### src/rtl/proc_mem_pkg.sv
// ============================================================================
// Module  : proc_mem_pkg
// Brief   : Loader FSM states and memory request type codes.
// Revision: 1.0  initial release
// ============================================================================
`default_nettype none

package proc_mem_pkg;

  typedef enum logic [2:0] {
    ST_IDLE   = 3'd0,
    ST_LOAD   = 3'd1,
    ST_VERIFY = 3'd2,
    ST_CHECK  = 3'd3,
    ST_DONE   = 3'd4,
    ST_ERROR  = 3'd5
  } state_t;

  localparam logic MEM_READ  = 1'b0;
  localparam logic MEM_WRITE = 1'b1;

endpackage

`default_nettype wire

### src/rtl/proc_mem_loader_if.sv
// ============================================================================
// Module  : proc_mem_loader_if
// Brief   : Upstream word stream plus zero-latency data memory port.
// Revision: 1.0  initial release
// ============================================================================
`default_nettype none

interface proc_mem_loader_if;
  logic        in_val;
  logic        in_rdy;
  logic [31:0] in_data;
  logic        dmemreq_val;
  logic        dmemreq_type;
  logic [31:0] dmemreq_addr;
  logic [31:0] dmemreq_wdata;
  logic [31:0] dmemresp_rdata;

  modport master (
    input  in_val, in_data, dmemresp_rdata,
    output in_rdy, dmemreq_val, dmemreq_type, dmemreq_addr, dmemreq_wdata
  );

  modport slave (
    output in_val, in_data, dmemresp_rdata,
    input  in_rdy, dmemreq_val, dmemreq_type, dmemreq_addr, dmemreq_wdata
  );
endinterface

`default_nettype wire

### src/rtl/checksum_acc.sv
// ============================================================================
// Module  : checksum_acc
// Brief   : 32-bit modulo-2^32 accumulator with synchronous clear.
// Revision: 1.0  initial release
// ============================================================================
`default_nettype none

module checksum_acc (
  input  logic        clk,
  input  logic        rst,
  input  logic        clr,
  input  logic        en,
  input  logic [31:0] din,
  output logic [31:0] sum
);

  logic [31:0] r_sum;

  always_ff @(posedge clk) begin
    if (rst || clr) begin
      r_sum <= 32'd0;
    end else if (en) begin
      r_sum <= r_sum + din;
    end
  end

  assign sum = r_sum;

endmodule

`default_nettype wire

### src/rtl/proc_mem_loader.sv
// ============================================================================
// Module  : proc_mem_loader
// Brief   : Streams words into data memory, reads them back, checks checksum.
// Revision: 1.0  initial release
// ============================================================================
`default_nettype none

module proc_mem_loader
  import proc_mem_pkg::*;
#(
  parameter int MAX_WORDS = 64
) (
  input  logic                     clk,
  input  logic                     rst,
  input  logic                     start,
  input  logic [31:0]              base_addr,
  input  logic [6:0]               num_words,
  output logic                     busy,
  output logic                     done,
  output logic                     error,
  proc_mem_loader_if.master        bus
);

  localparam logic [6:0] c_max_words = 7'(MAX_WORDS);

  state_t      r_state;
  logic [31:0] r_base;
  logic [6:0]  r_count;
  logic [6:0]  r_index;
  logic        r_busy;
  logic        r_done;
  logic        r_error;
  logic        r_in_rdy;

  logic [6:0]  w_count;
  logic        w_can_start;
  logic        w_start_ok;
  logic        w_xfer;
  logic        w_rd;
  logic        w_last;
  logic [31:0] w_addr;
  logic [31:0] w_wsum;
  logic [31:0] w_rsum;

  assign w_count     = (num_words > c_max_words) ? c_max_words : num_words;
  assign w_can_start = (r_state == ST_IDLE) || (r_state == ST_DONE) || (r_state == ST_ERROR);
  assign w_start_ok  = start && w_can_start;
  // Requests are suppressed during the reset cycle so an abort never issues one.
  assign w_xfer      = !rst && (r_state == ST_LOAD) && bus.in_val;
  assign w_rd        = !rst && (r_state == ST_VERIFY);
  assign w_last      = (r_index == (r_count - 7'd1));
  assign w_addr      = r_base + {23'd0, r_index, 2'b00};

  always_comb begin
    bus.dmemreq_val   = w_xfer || w_rd;
    bus.dmemreq_type  = w_xfer ? MEM_WRITE : MEM_READ;
    bus.dmemreq_addr  = (w_xfer || w_rd) ? w_addr : 32'd0;
    bus.dmemreq_wdata = w_xfer ? bus.in_data : 32'd0;
  end

  assign bus.in_rdy = r_in_rdy && !rst;
  assign busy       = r_busy;
  assign done       = r_done;
  assign error      = r_error;

  checksum_acc u_wsum (
    .clk (clk),
    .rst (rst),
    .clr (w_start_ok),
    .en  (w_xfer),
    .din (bus.in_data),
    .sum (w_wsum)
  );

  checksum_acc u_rsum (
    .clk (clk),
    .rst (rst),
    .clr (w_start_ok),
    .en  (w_rd),
    .din (bus.dmemresp_rdata),
    .sum (w_rsum)
  );

  always_ff @(posedge clk) begin
    if (rst) begin
      r_state  <= ST_IDLE;
      r_base   <= 32'd0;
      r_count  <= 7'd0;
      r_index  <= 7'd0;
      r_busy   <= 1'b0;
      r_done   <= 1'b0;
      r_error  <= 1'b0;
      r_in_rdy <= 1'b0;
    end else begin
      case (r_state)
        ST_IDLE, ST_DONE, ST_ERROR: begin
          if (start) begin
            r_base  <= base_addr & 32'hFFFF_FFFC;
            r_count <= w_count;
            r_index <= 7'd0;
            r_error <= 1'b0;
            if (w_count == 7'd0) begin
              r_state  <= ST_DONE;
              r_done   <= 1'b1;
              r_busy   <= 1'b0;
              r_in_rdy <= 1'b0;
            end else begin
              r_state  <= ST_LOAD;
              r_done   <= 1'b0;
              r_busy   <= 1'b1;
              r_in_rdy <= 1'b1;
            end
          end
        end
        ST_LOAD: begin
          if (w_xfer) begin
            if (w_last) begin
              r_index  <= 7'd0;
              r_state  <= ST_VERIFY;
              r_in_rdy <= 1'b0;
            end else begin
              r_index <= r_index + 7'd1;
            end
          end
        end
        ST_VERIFY: begin
          if (w_last) begin
            r_index <= 7'd0;
            r_state <= ST_CHECK;
          end else begin
            r_index <= r_index + 7'd1;
          end
        end
        ST_CHECK: begin
          r_busy <= 1'b0;
          if (w_rsum == w_wsum) begin
            r_state <= ST_DONE;
            r_done  <= 1'b1;
          end else begin
            r_state <= ST_ERROR;
            r_error <= 1'b1;
          end
        end
        default: begin
          r_state  <= ST_IDLE;
          r_busy   <= 1'b0;
          r_in_rdy <= 1'b0;
        end
      endcase
    end
  end

endmodule

`default_nettype wire

### src/flat_wrapper.sv
// flat-port wrapper written by rule: the top's interface ports become plain ports
module proc_mem_loader_flat import proc_mem_pkg::*;
#(
  parameter int MAX_WORDS = 64
)
  (clk, rst, start, base_addr, num_words, busy, done, error, bus_in_val, bus_in_data, bus_dmemresp_rdata, bus_in_rdy, bus_dmemreq_val, bus_dmemreq_type, bus_dmemreq_addr, bus_dmemreq_wdata);
  proc_mem_loader_if bus_i ();
  input  logic clk;
  input  logic rst;
  input  logic start;
  input  logic [31:0] base_addr;
  input  logic [6:0] num_words;
  output logic busy;
  output logic done;
  output logic error;
  input wire logic [$bits(bus_i.in_val)-1:0] bus_in_val;
  input wire logic [$bits(bus_i.in_data)-1:0] bus_in_data;
  input wire logic [$bits(bus_i.dmemresp_rdata)-1:0] bus_dmemresp_rdata;
  output wire logic [$bits(bus_i.in_rdy)-1:0] bus_in_rdy;
  output wire logic [$bits(bus_i.dmemreq_val)-1:0] bus_dmemreq_val;
  output wire logic [$bits(bus_i.dmemreq_type)-1:0] bus_dmemreq_type;
  output wire logic [$bits(bus_i.dmemreq_addr)-1:0] bus_dmemreq_addr;
  output wire logic [$bits(bus_i.dmemreq_wdata)-1:0] bus_dmemreq_wdata;
  assign bus_i.in_val = bus_in_val;
  assign bus_i.in_data = bus_in_data;
  assign bus_i.dmemresp_rdata = bus_dmemresp_rdata;
  assign bus_in_rdy = bus_i.in_rdy;
  assign bus_dmemreq_val = bus_i.dmemreq_val;
  assign bus_dmemreq_type = bus_i.dmemreq_type;
  assign bus_dmemreq_addr = bus_i.dmemreq_addr;
  assign bus_dmemreq_wdata = bus_i.dmemreq_wdata;
  proc_mem_loader #(.MAX_WORDS(MAX_WORDS)) u_core (.clk(clk), .rst(rst), .start(start), .base_addr(base_addr), .num_words(num_words), .busy(busy), .done(done), .error(error), .bus(bus_i));
endmodule
### config.mk
export PLATFORM = sky130hd
export DESIGN_NAME = proc_mem_loader_flat
export DESIGN_NICKNAME = d
export VERILOG_FILES = /design/src/rtl/proc_mem_pkg.sv /design/src/rtl/proc_mem_loader_if.sv /design/src/rtl/checksum_acc.sv /design/src/rtl/proc_mem_loader.sv /design/src/flat_wrapper.sv
export SDC_FILE = /design/constraint.sdc
export NUM_CORES = 1
export LEC_CHECK = 0
export CAP_MARGIN = 20
export CELL_PAD_IN_SITES_DETAIL_PLACEMENT = 1
export CELL_PAD_IN_SITES_GLOBAL_PLACEMENT = 1
export CORE_AREA = 4 4 188 135
export CTS_BUF_LIST = sky130_fd_sc_hd__clkbuf_16
export CTS_CLUSTER_DIAMETER = 150
export CTS_CLUSTER_SIZE = 28
export DETAILED_ROUTE_END_ITERATION = 8
export DIE_AREA = 0 0 192 139
export PLACE_DENSITY = 0.84
export SYNTH_ARGS = -nofsm -noshare
export SYNTH_HDL_FRONTEND = slang
export SYNTH_SLANG_ARGS = --single-unit
### constraint.sdc
create_clock -name clk -period 4.4 [get_ports clk]
set_input_delay 0.88 -clock clk [delete_from_list [all_inputs] [get_ports clk]]
set_output_delay 0.88 -clock clk [all_outputs]
set_load 0.02 [all_outputs]
# Word-level counts from Yosys, hierarchy flattened
# Cells that the tools add are included.
[totals]
in_bits = 107
ff_bits = 115
[classes]
n_reduce_logical = 24
mux = 28
bitwise_logic = 2
n_eq_ne = 13
addsub = 5
magnitude_cmp = 1
[ops]
columns = ["op", "n"]
rows = [
  ["adder 32 bit", 2],
  ["two-way mux 32 bit", 2],
  ["adder 32 x 9 -> 32 bit", 1],
  ["equality test 32 bit", 1],
  ["two-way mux 7 bit", 4],
  ["case mux 7 bit (3 select lines)", 1],
  ["two-way mux 3 bit", 5],
  ["case mux 3 bit (4 select lines)", 1],
  ["two-way mux 1 bit", 11],
  ["AND reduction 3 bit", 3],
  ["inequality test 2 x 1 -> 1 bit, second input constant", 4],
  ["AND reduction 4 bit", 2],
  ["adder 7 x 1 -> 7 bit, second input constant", 1],
  ["equality test 7 bit", 1],
  ["greater-than comparator 7 bit, second input constant", 1],
  ["logical NOT 7 bit", 1],
  ["subtractor 7 x 1 -> 7 bit, second input constant", 1],
  ["equality test 3 x 2 -> 1 bit, second input constant", 2],
  ["equality test 3 bit, second input constant", 2],
  ["case mux 1 bit (2 select lines)", 3],
  ["logical AND 1 bit", 5],
  ["logical OR 1 bit", 4],
  ["inequality test 2 bit, second input constant", 2],
  ["AND reduction 2 bit", 2],
  ["9 further kinds", 11],
]

# Logic depth before layout (Yosys ltp)
[logic_depth]
depth_word = 6
ltp_mapped = 12

# By module
# From an unflattened synthesis, not the netlist that was laid out.
[hier_totals]
cells_unflattened = 1178
area_unflattened_um2 = 9223.8
[modules_own_cells]
columns = ["mod", "area_each_um2", "instances", "cells_per_inst"]
rows = [
  ["checksum_acc", 2693.8, 2, 325],
  ["proc_mem_loader", 3836.2, 1, 528],
]

# Worst setup path before layout
# OpenSTA, ideal clock, no wires.
[synth_path]
path_kind = "reg-to-output"
startpoint = "register u_core.r_index[0]"
endpoint = "output port bus_dmemreq_addr[30]"
slack_ns = 0.775
stages_incl_launch_ff = 13
n_path_buf = 0
t_arrival_ns = 2.745
required_time_ns = 3.520
path_cell_list = "dfxtp_1 -> ha_1 -> inv_1 -> fa_1 -> nor2b_1 -> o21ai_0 -> a21boi_0 -> o21a_1 -> o21ai_0 -> a21oi_1 -> nand4_1 -> xor2_1 -> nor2_1"
[synth_via]
elab_chain_cells = 2
[synth_lines]
columns = ["item", "line_no", "rtl"]
rows = [
  ["start, declared", "proc_mem_loader.sv:29", "logic [6:0] r_index;"],
  ["start signal, assigned", "proc_mem_loader.sv:122", "r_index <= r_index + 7'd1;"],
  ["start signal, assigned", "proc_mem_loader.sv:131", "r_index <= r_index + 7'd1;"],
  ["adder 32 x 9 -> 32 bit", "proc_mem_loader.sv:52", "assign w_addr = r_base + {23'd0, r_index, 2'b00};"],
  ["two-way mux 32 bit", "proc_mem_loader.sv:57", "bus.dmemreq_addr = (w_xfer || w_rd) ? w_addr : 32'd0;"],
  ["end, declared", "flat_wrapper.sv:22", "output wire logic [$bits(bus_i.dmemreq_addr)-1:0] bus_dmemreq_addr;"],
]
# No other way between the ends.

# Worst setup path in the final report
[layout_path]
startpoint = "register u_core.r_index[0]"
endpoint = "output port bus_dmemreq_addr[10]"
# The elaborated chain is that of the path after synthesis.

==> summary.txt <==
Die Ht: 139 um
Cell depth of the worst flop-to-flop path: 11
Yosys cell types: 76
DP Worst Slack: 0.129 ns
Most common cell in the synthesized netlist: nand2_1
Max Cap Viol: 0
Overflow after GRT: 0
Synth top area share: 0.261
Critical path's most frequent cell: nand2_1
Lkg Pwr: 4.50 nW
Seq cells post-synth: 115
Post-synth top cells: 197 x nand2_1, 135 x a21oi_1, 115 x dfxtp_1
Utilization after layout: 0.488
CP endpoint kind: output pin
First-pass GRT wire length: 49600 um
CP endpoint: bus_dmemreq_addr[10]
Syn Inst Count: 1175
Post-DRT Antenna Nets: 0
Setup TNS: 0 ns
FMAX: 240 MHz
CP max FO: 3
CTS tree: built
Clock Latency Late Sink: 0.43 ns
Unrepaired setup endpoints after global routing: false
Final-report hold violation count: 0
Max clock buf depth: 2
GRT Overall Usage: 0.230
Tmin final: 4.16 ns
HP Class: reg -> reg
DR pass1 iterations: 5
Fin crit share: 0.946
# clock sinks: 115
# IOs: 177
DR WL/cell: 18.7 um
Worst setup SP type: register
Layout Skew: 0.0156 ns
Die X-Extent: 192 um
CTS buffer count: 17
GP Congestion: 0.844
Vias per cell: 5.49
Worst setup path class: reg -> out
Post-synth top area cell: dfxtp_1
Fillers: 2863
Root Driver: clkbuf_16
Worst path buffer plus inverter count: 2
Least-Margin Pin Slew: 0.995 ns
Area delta synth->final: 29.6%
Post-synth ARST share: 0
Peak supply drop: 0.000279 V
Detailed Route Iter0 Violations: 500
H-tree depth: 4
Ys Warns: 0
CP max-delay cell: clkdlybuf4s50_1
Final slew viol count: 0
WP data required: 3.52 ns
Core area: 23500 sq um
Reg clk slew, reported paths: 0.06 ns
Final nets: 1513
Seq/Total Area, Yosys: 0.261
Initial antenna violation count: 1
Routed WL: 31100 um
Post-CTS Setup Bufs: 0
DRC violations left: 0
Vias in the first global route: 9303
Normalized max-slew margin: 0.337
Final setup violating endpoints: 0
Post-synth EDFFs: 0
Mapped cell area: 8830 sq um
PortBufs: 172
Largest stage delay, worst path: 0.63 ns
Critical path's top delay family: buffers and inverters
Worst R2R Start: u_core.u_rsum.sum[0]
R2R Setup Slk: 1.12 ns
Setup crit start: u_core.r_index[0]
Die area: 26700 sq um
Largest net degree at the start of global routing: 45
# hold bufs at CTS: 0
Synth Area per Inst: 7.51 sq um
CP Data Arrival Time: 3.28 ns
Row cnt: 47
PwrDens: 307 nW/um^2
Hpwl dp: 23700 um
Status: finished, final reports clean
Fraction of layout cells with a size suffix above 1: 0.0572
Worst setup margin: 0.236 ns
Crit path cell chain: ha_1 > inv_1 > fa_1 > nor2b_1 > o21ai_1 > a21boi_1 > o21a_1 > o21ai_0 > nand2_1 > nand2_1 > xor2_1 > nor2_1 > clkdlybuf4s50_1
Top FF cell, synth: dfxtp_1
FF-to-FF End: u_core.u_rsum.sum[26]
Starting Density: 0.376
Worst path depth: 13
Routed via count: 9137
Top post-synthesis cells by area: dfxtp_1 26%, ha_1 10%, nand2_1 8.4%, a21oi_1 7.7%, xnor2_1 7.3%
## cell usage in the layout, fill, tap and decap left out, types with 6 or more instances in the layout
master / n
a211oi_1: 17
a21o_1: 22
a21oi_1: 134
a31oi_1: 8
and2_1: 35
and3_1: 9
and4_1: 6
buf_4: 17
clkbuf_16: 17
clkbuf_2: 6
clkdlybuf4s50_1: 156
dfxtp_1: 114
dlymetal6s2s_1: 7
ha_1: 71
inv_1: 24
nand2_1: 197
nand2b_1: 9
nand3_1: 44
nand3b_1: 11
nand4_1: 15
nor2_1: 81
nor2b_1: 14
nor3_1: 22
nor3b_1: 6
nor4_1: 6
o211ai_1: 13
o21a_1: 13
o21ai_0: 53
o21bai_1: 6
or2_2: 6
or3_1: 7
xnor2_1: 74
xor2_1: 36
## layer usage
metal | track usage | vias up | share of wire
li1 | - | 4493 | -
met3 | 0.0385 | 32 | 0.055
met4 | 0.0563 | 0 | 0.017
met5 | 0 | - | 0
met1 | 0.333 | 4374 | 0.49
met2 | 0.355 | 238 | 0.44
## worst min path at each step
stage / from / endpoint / slack, ns / depth (start not counted)
finish: u_core.r_base[24] / u_core.r_base[24] / 0.46 / 2
CTS: u_core.r_base[24] / u_core.r_base[24] / 0.46 / 2
global placement: u_core.r_base[8] / u_core.r_base[8] / 0.45 / 2
detailed placement: u_core.r_base[24] / u_core.r_base[24] / 0.45 / 2
global route: u_core.r_base[31] / u_core.r_base[31] / 0.49 / 2
floorplan: u_core.r_base[24] / u_core.r_base[24] / 0.44 / 2
## where the power goes
part / leakage, nW / total (mW) / internal [mW] / switching (mW)
combinational: 3.29 / 0.911 / 0.384 / 0.527
sequential: 0.935 / 1.19 / 1.11 / 0.0791
clock: 0.277 / 1.42 / 0.838 / 0.577
## kinds of logic after synthesis
logic type	after synthesis	synth area share
flops	115	0.261
fa+ha+maj	74	0.107
buf+inv	75	0.0339
simple gates	483	0.262
compound gates	313	0.220
mux	3	0.00340
xor+xnor	111	0.112
other cells	1	0.000425
## layout make-up
cell class	instances	area, sq um	area share
Tap cell	318	398	0.0348
Multi-Input combinational cell	986	6240	0.545
Clock buffer	17	425	0.0372
Timing Repair Buffer	188	1820	0.159
Antenna cell	1	2.50	0.000219
Sequential cell	115	2300	0.201
Inverter	24	90.1	0.00787
Clock inverter	15	159	0.0139
## registers in the layout, summed over array words and instances, names as in the netlist
name and cells:
u_core.r_in_rdy 1, u_core.busy 1, u_core.r_state 3, u_core.u_rsum.sum 32, u_core.r_count 7, u_core.done 1
u_core.error 1, u_core.r_index 7, u_core.u_wsum.sum 32, u_core.r_base 30
## worst register-to-register path: cells and delay by family (launching register included)
family / cells / cell delay [ns]
adders and majority gates: 2 / 0.67
xor gates and xnor gates: 1 / 0.18
AOI/OAI and AO/OA: 8 / 1.96
DFF: 1 / 0.34
## through the flow
stage	cell area (sq um)	hold slack [ns]	power, mW	instances
floorplan	8830	0.436	1.76	1176
global placement	10900	0.448	2.07	1631
detailed placement	10900	0.454	2.11	1631
CTS	11400	0.462	3.53	1663
global route	11400	0.486	3.68	1664
finish	11400	0.460	3.51	1664
## repair_timing
action	CTS	global route
resized for setup	9	27
pin swaps	0	2
cloned	0	0
endpoints found under the setup margin	9	22
No activity file was read; power rests on OpenSTA's default activity.
